==> src/rtl/data_cache.sv <==
// Direct-mapped, write-back, write-allocate data cache: 8 lines x 4 bytes.
// Hits are served combinationally in IDLE; misses walk WRITEBACK/FETCH/UPDATE.
module data_cache (
  input  logic        CLK,
  input  logic        RESET,
  input  logic        READ,
  input  logic        WRITE,
  input  logic [7:0]  ADDRESS,
  input  logic [7:0]  WRITEDATA,
  output logic [7:0]  READDATA,
  output logic        BUSYWAIT,
  output logic        MEM_READ,
  output logic        MEM_WRITE,
  output logic [5:0]  MEM_ADDRESS,
  output logic [31:0] MEM_WRITEDATA,
  input  logic [31:0] MEM_READDATA,
  input  logic        MEM_BUSYWAIT
);

  localparam int unsigned LINES   = 8;
  localparam int unsigned TAG_W   = 3;
  localparam int unsigned IDX_W   = 3;
  localparam int unsigned OFF_W   = 2;
  localparam int unsigned BYTE_W  = 8;
  localparam int unsigned BLOCK_W = 32;
  localparam int unsigned SEL_W   = OFF_W + 3;

  typedef enum logic [1:0] {IDLE, WRITEBACK, FETCH, UPDATE} state_t;

  state_t             state;
  logic [BLOCK_W-1:0] data_q [LINES];
  logic [TAG_W-1:0]   tag_q  [LINES];
  logic [LINES-1:0]   valid_q;
  logic [LINES-1:0]   dirty_q;
  logic [BLOCK_W-1:0] fill_q;
  logic [BYTE_W-1:0]  readdata_q;
  logic [TAG_W-1:0]   miss_tag_q;
  logic [IDX_W-1:0]   miss_idx_q;

  logic [TAG_W-1:0]   tag_in;
  logic [IDX_W-1:0]   idx_in;
  logic [OFF_W-1:0]   off_in;
  logic [SEL_W-1:0]   bit_sel;
  logic [IDX_W-1:0]   cur_idx;
  logic [TAG_W-1:0]   cur_tag;
  logic [BYTE_W-1:0]  sel_byte;
  logic               req;
  logic               hit;

  assign tag_in  = ADDRESS[7:5];
  assign idx_in  = ADDRESS[4:2];
  assign off_in  = ADDRESS[1:0];
  assign bit_sel = {off_in, 3'b000};
  assign req     = READ | WRITE;

  // The miss address is latched so a dropped request cannot corrupt the fill.
  assign cur_idx = (state == IDLE) ? idx_in : miss_idx_q;
  assign cur_tag = (state == IDLE) ? tag_in : miss_tag_q;

  assign hit      = valid_q[idx_in] && (tag_q[idx_in] == tag_in);
  assign sel_byte = data_q[idx_in][bit_sel +: BYTE_W];

  // CPU-side outputs: zero-stall hit path, last byte held otherwise.
  always_comb begin
    BUSYWAIT = (state != IDLE) || (req && !hit);
    READDATA = readdata_q;
    if ((state == IDLE) && READ && !WRITE && hit) READDATA = sel_byte;
  end

  // Memory-side outputs decoded from the state register.
  always_comb begin
    MEM_READ      = (state == FETCH);
    MEM_WRITE     = (state == WRITEBACK);
    MEM_ADDRESS   = {cur_tag, cur_idx};
    MEM_WRITEDATA = data_q[cur_idx];
    if (state == WRITEBACK) MEM_ADDRESS = {tag_q[cur_idx], cur_idx};
  end

  // Controller FSM and line storage updates.
  always_ff @(posedge CLK) begin
    if (!RESET) begin
      state      <= IDLE;
      valid_q    <= '0;
      dirty_q    <= '0;
      readdata_q <= '0;
    end else begin
      case (state)
        IDLE: begin
          if (req) begin
            if (hit) begin
              if (WRITE) begin
                data_q[idx_in][bit_sel +: BYTE_W] <= WRITEDATA;
                dirty_q[idx_in]                   <= 1'b1;
              end else begin
                readdata_q <= sel_byte;
              end
            end else begin
              miss_tag_q <= tag_in;
              miss_idx_q <= idx_in;
              if (valid_q[idx_in] && dirty_q[idx_in]) state <= WRITEBACK;
              else                                    state <= FETCH;
            end
          end
        end
        WRITEBACK: begin
          if (!MEM_BUSYWAIT) state <= FETCH;
        end
        FETCH: begin
          if (!MEM_BUSYWAIT) begin
            fill_q <= MEM_READDATA;
            state  <= UPDATE;
          end
        end
        UPDATE: begin
          data_q[miss_idx_q]  <= fill_q;
          tag_q[miss_idx_q]   <= miss_tag_q;
          valid_q[miss_idx_q] <= 1'b1;
          dirty_q[miss_idx_q] <= 1'b0;
          state               <= IDLE;
        end
        default: state <= IDLE;
      endcase
    end
  end

endmodule

==> config.mk <==
export PLATFORM = sky130hd
export DESIGN_NAME = data_cache
export DESIGN_NICKNAME = d
export VERILOG_FILES = /design/src/rtl/data_cache.sv
export SDC_FILE = /design/constraint.sdc
export NUM_CORES = 1
export LEC_CHECK = 0
export CAP_MARGIN = 20
export CORE_ASPECT_RATIO = 0.6
export CORE_UTILIZATION = 50
export CTS_CLUSTER_SIZE = 10
export DETAILED_ROUTE_END_ITERATION = 10
export GPL_TIMING_DRIVEN = 1
export PLACE_DENSITY_LB_ADDON = 0.2
export SLEW_MARGIN = 20
export SYNTH_ARGS = -nofsm -noshare
export SYNTH_HDL_FRONTEND = slang
export SYNTH_SLANG_ARGS = --single-unit
==> constraint.sdc <==
create_clock -name CLK -period 5.75 [get_ports CLK]
set_clock_uncertainty 0.1 [all_clocks]
set_input_delay 0.575 -clock CLK [delete_from_list [all_inputs] [get_ports CLK]]
set_output_delay 0.575 -clock CLK [all_outputs]
set_load 0.01 [all_outputs]
==> reports/results.ini, run 1 <==
[clocking]
cts.hold.buffers_added=0
cts.reportedPaths.clkPinSlew_ps=60
cts_buffer_depth=3
cts-buffers-inserted=40
cts_tree=built
cts_resized=0
htree_num_levels=2
clock-root-buffer=clkbuf_16
cts.sinks=344
clk_latency_ps=560
post-cts-setup-buffers=0

[route]
first_pass_iters=8
wl_per_cell_um=27.6
via_per_inst=6.52
vias=13449
detail-route-antenna-nets=0
drt_iter0_drc=2299
wirelength_mm=56.9
drc_errors=0

[grt]
grt_first_pass_wirelength_mm=82.9
grt_pass1_vias=12419
grt.overflow.total=0
grt_usage=0.333
antenna_found_initial=2
grt_max_degree=141

[die]
dieArea_mm2=0.0345
placeableCoreArea_mm2=0.0328
die_x_um=239
io_pins=102
initial_core_util=0.514
die_h_um=144
rows=51

[setup_path]
setup.worst_path.class=register to output pin
crit_fanout=140
worstPathRequired_ps=5080
cp-end-kind=output pin
critPathArrivalTime_ps=4290
cp-start-kind=register

[layout]
nFillCells=2660
nNetsFinal=1659
areaGrowthSynthToFinish_pct=15.7
drive_gt1_frac=0.109
final_common_cell=nand2_1
n_antenna_cell=0
final_cell_mix=nand2_1, edfxtp_1, nand3_1, clkdlybuf4s50_1, nor2_1

[pwr]
p_leak_nw=7.13
p_total_mw=7.13
peakVddDrop_v=0.000344
power_density_mw_per_mm2=366

[worst_hold_path]
hold_class=register to register

[status]
status=complete, no violations

[yosys]
avgSynthCellArea_um2=11.2
synth_top_area_frac=0.567
syn_area_mm2=0.0169
synth_edf_count=318
ys_ff_latch=344
synth_cell_types=69
synthCells=1501
yosysSeqAreaShare=0.598
synthTopCellsByArea=edfxtp_1, nand2_1, nand3_1
yosysTopAreaCell=edfxtp_1
yosys_warnings=0
synthArstFlopShare=0
synth_fp_nets=1563
ys.flop_type=edfxtp_1

[sta]
setup_violations=0
rsz0062_at_grt=false
fin_crit_sh=0.863
max_slew.worst_pin.slew_ps=1170
period_needed_ps=4970
report.final.hold_viol_count=0
fmax_ghz=0.201
setup_tns_ps=0
slew_violations=0
slew_headroom=0.218

[placement]
place_congestion=0.967
port_buffers=101
hpwl_mm=37.9

[run]
cap_violations=0

final cells by class:
class | instances | area [um2] | area share
inverters | 17 | 67.6 | 0.00347
clock buffers | 56 | 1070 | 0.0549
flip-flops and latches | 344 | 10100 | 0.516
multi-input cells | 1029 | 6190 | 0.317
clock inverters | 2 | 25.0 | 0.00128
well taps | 450 | 563 | 0.0289
repair buffers | 165 | 1520 | 0.0778
report_power, final:
group	switching [mW]	internal [mW]	leakage (nW)	total [mW]
Combinational	1.30	0.736	3.37	2.03
Clock	0.985	1.28	0.529	2.27
Sequential	0.0347	2.79	3.23	2.83
Total	2.32	4.81	7.13	7.13
layer usage:
metal / up-vias / global-route usage / share of wire
li1: 5798 / - / -
met1: 6447 / 0.499 / 0.42
met2: 1073 / 0.447 / 0.40
met3: 129 / 0.114 / 0.16
met4: 2 / 0.106 / 0.028
met5: - / 0 / 0.00021
stage by stage:
step	std cells	hold slack, ps	setup slack (ps)	utilization	area, um2
final	2063	355	785	0.594	19500
after global routing	2063	368	640	0.594	19500
after CTS	2062	351	862	0.594	19500
after detailed placement	2004	338	1090	0.560	18400
after global placement	2004	326	1170	0.560	18400
after floorplan	1501	319	2530	-	16900
cells in the mapped netlist, drive strengths merged, types with 10 or more instances:
| library cell | count |
|---|---|
| a21oi | 33 |
| a21o | 12 |
| buf | 55 |
| dfxtp | 26 |
| mux2i | 56 |
| o21ai | 54 |
| a211oi | 14 |
| a22o | 37 |
| a31oi | 13 |
| a221oi | 31 |
| mux2 | 36 |
| inv | 16 |
| a22oi | 12 |
| nand3 | 178 |
| mux4 | 10 |
| o22ai | 10 |
| nand2 | 338 |
| nor2 | 64 |
| nor2b | 14 |
| edfxtp | 318 |
| clkbuf | 56 |
| nor3 | 10 |
flip-flops by register name, indices dropped and copies added, names as in the netlist:
register,count
tag_q,24
state,2
fill_q,32
miss_idx_q,3
readdata_q,8
dirty_q,8
data_q,256
miss_tag_q,3
valid_q,8
path summary, 6_finish.rpt:
path	startpoint	to	slack (ps)	cells after the start
max	state[0]$_SDFFE_PN0P_	MEM_ADDRESS[3]	780	10
min	valid_q[0]$_SDFFE_PN0P_	valid_q[0]$_SDFFE_PN0P_	350	1
max reg2reg	state[0]$_SDFFE_PN0P_	data_q[3][10]$_DFFE_PP_	1980	7
min reg2reg	valid_q[0]$_SDFFE_PN0P_	valid_q[0]$_SDFFE_PN0P_	350	1
worst max-delay path, stage by stage, from the launching register on:
cell	delay, ps
dfxtp_1	340
inv_1	90
ha_1	800
mux2i_4	430
buf_12	500
nand2_1	110
and3_1	190
a311oi_1	240
a31oi_1	100
a21oi_1	190
clkdlybuf4s50_1	570
cells by family after synthesis:
group | after synthesis | share of synthesized area
AOI/OAI and AO/OA | 275 | 0.120
adders and majority gates | 9 | 0.00668
muxes | 102 | 0.0709
and+or+nand+nor | 643 | 0.167
DFF | 344 | 0.598
buffers and inverters | 128 | 0.0379
Power figures use the tool's default switching activity.
==> inputs of run 2 (changes only) <==
- ABC_AREA: not set -> 0
- CELL_PAD_IN_SITES_DETAIL_PLACEMENT: not set -> 2
- CELL_PAD_IN_SITES_GLOBAL_PLACEMENT: not set -> 2
- CORE_UTILIZATION: 50 -> 40
- clock period: 5.75 -> 5.6 ns (I/O delays scaled with it)
==> reports/results.ini, run 2 (synthesized netlist as in run 1, its figures left out) <==
[die]
io_pins=102  ; unchanged
die_x_um=267  ; +12%
rows=57  ; +12%
dieArea_mm2=0.0430  ; +25%
placeableCoreArea_mm2=0.0410  ; +25%
die_h_um=161  ; +12%
initial_core_util=0.411  ; -0.103

[route]
via_per_inst=6.35  ; -2.6%
drc_errors=0  ; unchanged
wirelength_mm=70.1  ; +23%
vias=13874  ; +3.2%
first_pass_iters=5  ; -3
detail-route-antenna-nets=0  ; unchanged
drt_iter0_drc=1348  ; -41%
wl_per_cell_um=32.1  ; +16%

[grt]
grt_first_pass_wirelength_mm=101  ; +22%
grt.overflow.total=0  ; unchanged
grt_max_degree=141  ; unchanged
grt_usage=0.328  ; -0.00557
antenna_found_initial=7  ; +5
gr-usage-met2=0.506  ; +0.0584
grtUsageMet3=0.0840  ; -0.0298
grtUsageMet1=0.451  ; -0.0481
grt_pass1_vias=14743  ; +19%
grt_busiest_layer=met2

[worst_hold_path]
hold_class=input pin to register

[placement]
place_congestion=0.866  ; -10%
preCtsSetupSlack_ps=766  ; -326 ps
hpwl_mm=48.2  ; +27%
port_buffers=101  ; unchanged

[setup_path]
setup.worst_path.class=input pin to output pin
worst-path-buf-inv=3  ; unchanged
crit_chain=buf_4 -> buf_4 -> mux4_2 -> mux2_2 -> o21ai_0 -> o32ai_1 -> nor3_1 -> nor2_1 -> clkdlybuf4s50_1
crit_fanout=26  ; -81%
worstPathRequired_ps=4940  ; -140 ps
crit_top_cell=buf_4
critPathSlowestCell=o21ai_0
crit_family=buffers and inverters
cp-end-kind=output pin
slowest_delay_ps=610  ; -190 ps
cp-start-kind=input pin
critPathArrivalTime_ps=4430  ; +140 ps

[sta]
hold_slack_ps=314  ; -40.3 ps
slew_headroom=0.266  ; +0.0479
fmax_ghz=0.196
period_needed_ps=5090
worst_slack_ps=510  ; -275 ps
report.final.hold_viol_count=0  ; unchanged
max_slew.worst_pin.slew_ps=1090  ; -77.8 ps
slew_violations=0  ; unchanged
fin_crit_sh=0.909
setup_violations=0  ; unchanged
setup_tns_ps=0  ; unchanged
rsz0062_at_grt=false

[clocking]
post-cts-setup-buffers=0  ; unchanged
clk_latency_ps=550  ; about the same
cts-buffers-inserted=40  ; unchanged
clock-root-buffer=clkbuf_16
htree_num_levels=2  ; unchanged
cts.reportedPaths.clkPinSlew_ps=60  ; about the same
cts_buffer_depth=3  ; unchanged
cts_resized=0  ; unchanged
cts.sinks=344  ; unchanged
cts_tree=built
cts.hold.buffers_added=0  ; unchanged

[pwr]
power_density_mw_per_mm2=382  ; +4.4%
p_leak_nw=7.21  ; +1.1%
peakVddDrop_v=0.000240  ; -30%
p_total_mw=7.55  ; +5.9%

[layout]
final_common_cell=nand2_1
top_register=data_q
reg_top3=data_q: 256 flops, fill_q: 32 flops, tag_q: 24 flops
areaGrowthSynthToFinish_pct=17.4
drive_gt1_frac=0.115  ; +0.00611
largest_reg_flops=256  ; unchanged
nNetsFinal=1668  ; +0.54%
final_cell_mix=nand2_1, edfxtp_1, nand3_1, clkdlybuf4s50_1, buf_4
fin_util=0.483  ; -0.112

[run]
cap_violations=0  ; unchanged

[status]
status=complete, no violations

==> run 2: layout make-up <==
cell class | instances | area, um2
Antenna cell | 3 | 7.51
Sequential cell | 344 | 10100
Multi-Input combinational cell | 1029 | 6190
Inverter | 17 | 66.3
Clock inverter | 2 | 17.5
Fill cell | 4130 | 21200
Timing Repair Buffer | 174 | 1640
Clock buffer | 57 | 1100
Tap cell | 560 | 701
==> run 2: path summary, 6_finish.rpt <==
path                           start                 endpoint  slack [ps]  cells past startpoint
max                       ADDRESS[3]              READDATA[5]         510                      9
min                       ADDRESS[4]  miss_idx_q[2]$_DFFE_PP_         310                      1
max reg2reg    state[1]$_SDFFE_PN0P_  data_q[7][24]$_DFFE_PP_        1850                      7
min reg2reg  valid_q[2]$_SDFFE_PN0P_  valid_q[2]$_SDFFE_PN0P_         360                      1
==> run 2: metal layers <==
metal | wire length (um) | share of wire | up-vias
met2 | 31800 | 0.45 | 684
met3 | 6550 | 0.093 | 147
li1 | - | - | 5823
met5 | 23 | 0.00033 | -
met4 | 2230 | 0.032 | 4
met1 | 29500 | 0.42 | 7216
==> run 2: per-stage QoR <==
step / instance area, um2 / std cells
floorplan: 16900 / 1501
global placement: 18600 / 2122
detailed placement: 18600 / 2123
CTS: 19800 / 2182
global route: 19800 / 2183
finish: 19800 / 2186
==> run 2: worst register-to-register path: cells and delay by family, from the launching register on <==
family,cells,cell delay (ps)
AO/OA/AOI/OAI,1,290
buffers and inverters,1,260
adder cells (fa/ha/maj),1,300
flip-flops,1,410
AND/OR/NAND/NOR,4,2070
==> run 2: report_power, final <==
| part | switching, mW | internal (mW) | total [mW] |
|---|---|---|---|
| registers | 0.0393 | 2.87 | 2.91 |
| logic | 1.44 | 0.801 | 2.24 |
| clock network | 1.06 | 1.35 | 2.40 |
==> inputs of run 3 (changes only) <==
- CORE_MARGIN: not set -> 3
==> reports/results.ini, run 3 (synthesized netlist as in run 1, its figures left out) <==
[clocking]
post-cts-setup-buffers=0  ; unchanged
clk_latency_ps=540  ; about the same
cts.sinks=344  ; unchanged
cts.reportedPaths.clkPinSlew_ps=60  ; about the same
cts_buffer_depth=3  ; unchanged
clock-root-buffer=clkbuf_16
cts.hold.buffers_added=0  ; unchanged
htree_num_levels=2  ; unchanged
cts-buffers-inserted=40  ; unchanged
cts_tree=built
cts_resized=0  ; unchanged

[layout]
drive_gt1_frac=0.112  ; -0.00273
fin_util=0.481  ; -0.00174
final_cell_mix=nand2_1, edfxtp_1, nand3_1, clkdlybuf4s50_1, buf_4
multiInputGateArea_mm2=0.00619  ; about the same
reg_top3=data_q: 256 flops, fill_q: 32 flops, tag_q: 24 flops
largest_reg_flops=256  ; unchanged
layout.cells.non_filler=2179  ; -0.32%
nNetsFinal=1664  ; -0.24%
regArea_mm2=0.0101  ; unchanged
nFillCells=4050  ; -1.9%
top_register=data_q
areaGrowthSynthToFinish_pct=17.0
final_common_cell=nand2_1

[sta]
fin_crit_sh=0.859  ; -0.0504
fmax_ghz=0.208  ; +5.9%
report.final.hold_viol_count=0  ; unchanged
slew_headroom=0.279  ; +0.0131
setup_tns_ps=0  ; unchanged
period_needed_ps=4810  ; -282 ps
max_slew.worst_pin.slew_ps=1070  ; -19.4 ps
slew_violations=0  ; unchanged
rsz0062_at_grt=false
setup_violations=0  ; unchanged

[grt]
grt_pass1_vias=14477  ; -1.8%
grt.overflow.total=0  ; unchanged
grt_max_degree=141  ; unchanged
grt_first_pass_wirelength_mm=101  ; -0.16%
antenna_found_initial=2  ; -5
grt_usage=0.309  ; -0.0188

[setup_path]
worst-path-buf-inv=2  ; -1
crit_fanout=26  ; unchanged
cp-end-kind=output pin
worstPathRequired_ps=4940  ; about the same
crit_chain=buf_4 -> or2_1 -> nor2_1 -> nor4_2 -> o2111ai_1 -> nor2_1 -> o22a_1 -> clkdlybuf4s50_1
critPathSlowestCell=or2_1
crit_top_cell=nor2_1
setup.worst_path.class=input pin to output pin
critPathArrivalTime_ps=4150  ; -280 ps
slowest_delay_ps=650  ; +40 ps
crit_family=simple AND/OR/NAND/NOR gates
cp-start-kind=input pin

[die]
rows=57  ; unchanged
initial_core_util=0.411  ; unchanged
die_x_um=271  ; +1.5%
die_h_um=165  ; +2.5%
dieArea_mm2=0.0447  ; +4.0%
io_pins=102  ; unchanged
placeableCoreArea_mm2=0.0410  ; unchanged

[route]
vias=13782  ; -0.66%
wl_per_cell_um=31.8  ; -0.81%
wirelength_mm=69.3  ; -1.1%
drt_iter0_drc=1698  ; +26%
via_per_inst=6.32  ; -0.34%
first_pass_iters=5  ; unchanged
drc_errors=0  ; unchanged
detail-route-antenna-nets=0  ; unchanged

[worst_hold_path]
hold_class=input pin to register

[pwr]
p_leak_nw=7.18  ; -0.51%
power_density_mw_per_mm2=380  ; -0.55%
peakVddDrop_v=0.000259  ; +8.0%

[placement]
port_buffers=101  ; unchanged
place_congestion=0.903  ; +4.2%
hpwl_mm=47.7  ; -0.86%
placed_cells=2119  ; -0.19%

[run]
cap_violations=0  ; unchanged

[status]
status=complete, no violations

run 3: changes by cell type in the layout (fill, tap and decap cells not counted), sizes merged:
cell	change
clkbuf	+1
diode	-2
inv	-2
buf	-4
run 3: final cells by class:
class | count | area share
clock buffers | 58 | 0.0558
well taps | 560 | 0.0355
flip-flops and latches | 344 | 0.511
repair buffers | 170 | 0.0806
inverters | 17 | 0.00336
multi-input cells | 1029 | 0.314
diodes | 1 | 0.000127
run 3: worst paths after layout:
check	start	end	slack (ps)	depth (start not counted)
worst max-delay path	ADDRESS[3]	READDATA[6]	790	8
worst max register to register	state[1]$_SDFFE_PN0P_	data_q[1][15]$_DFFE_PP_	1900	5
worst min register to register	valid_q[2]$_SDFFE_PN0P_	valid_q[2]$_SDFFE_PN0P_	350	1
worst min-delay path	ADDRESS[4]	miss_idx_q[2]$_DFFE_PP_	290	1
run 3: power breakdown:
part	internal (mW)	total [mW]	switching [mW]
combinational	0.784	2.22	1.44
clock	1.34	2.36	1.02
sequential	2.87	2.91	0.0393
total	4.99	7.48	2.49
run 3: metrics by stage:
step	worst slack (ps)	hold slack, ps	area, um2	power [mW]
5_1_grt	709	285	19700	7.79
3_5_place_dp	987	341	18600	5.15
4_1_cts	952	268	19700	7.49
6_report	792	294	19700	7.48
2_1_floorplan	2390	319	16900	4.10
3_3_place_gp	1010	327	18600	5.06
run 3: layer usage:
layer	wire (um)	vias to the layer above	global-route usage
met5	10	-	0
met4	1540	2	0.0759
met3	6620	128	0.0662
met2	31400	712	0.489
met1	29800	7136	0.435
li1	-	5804	-
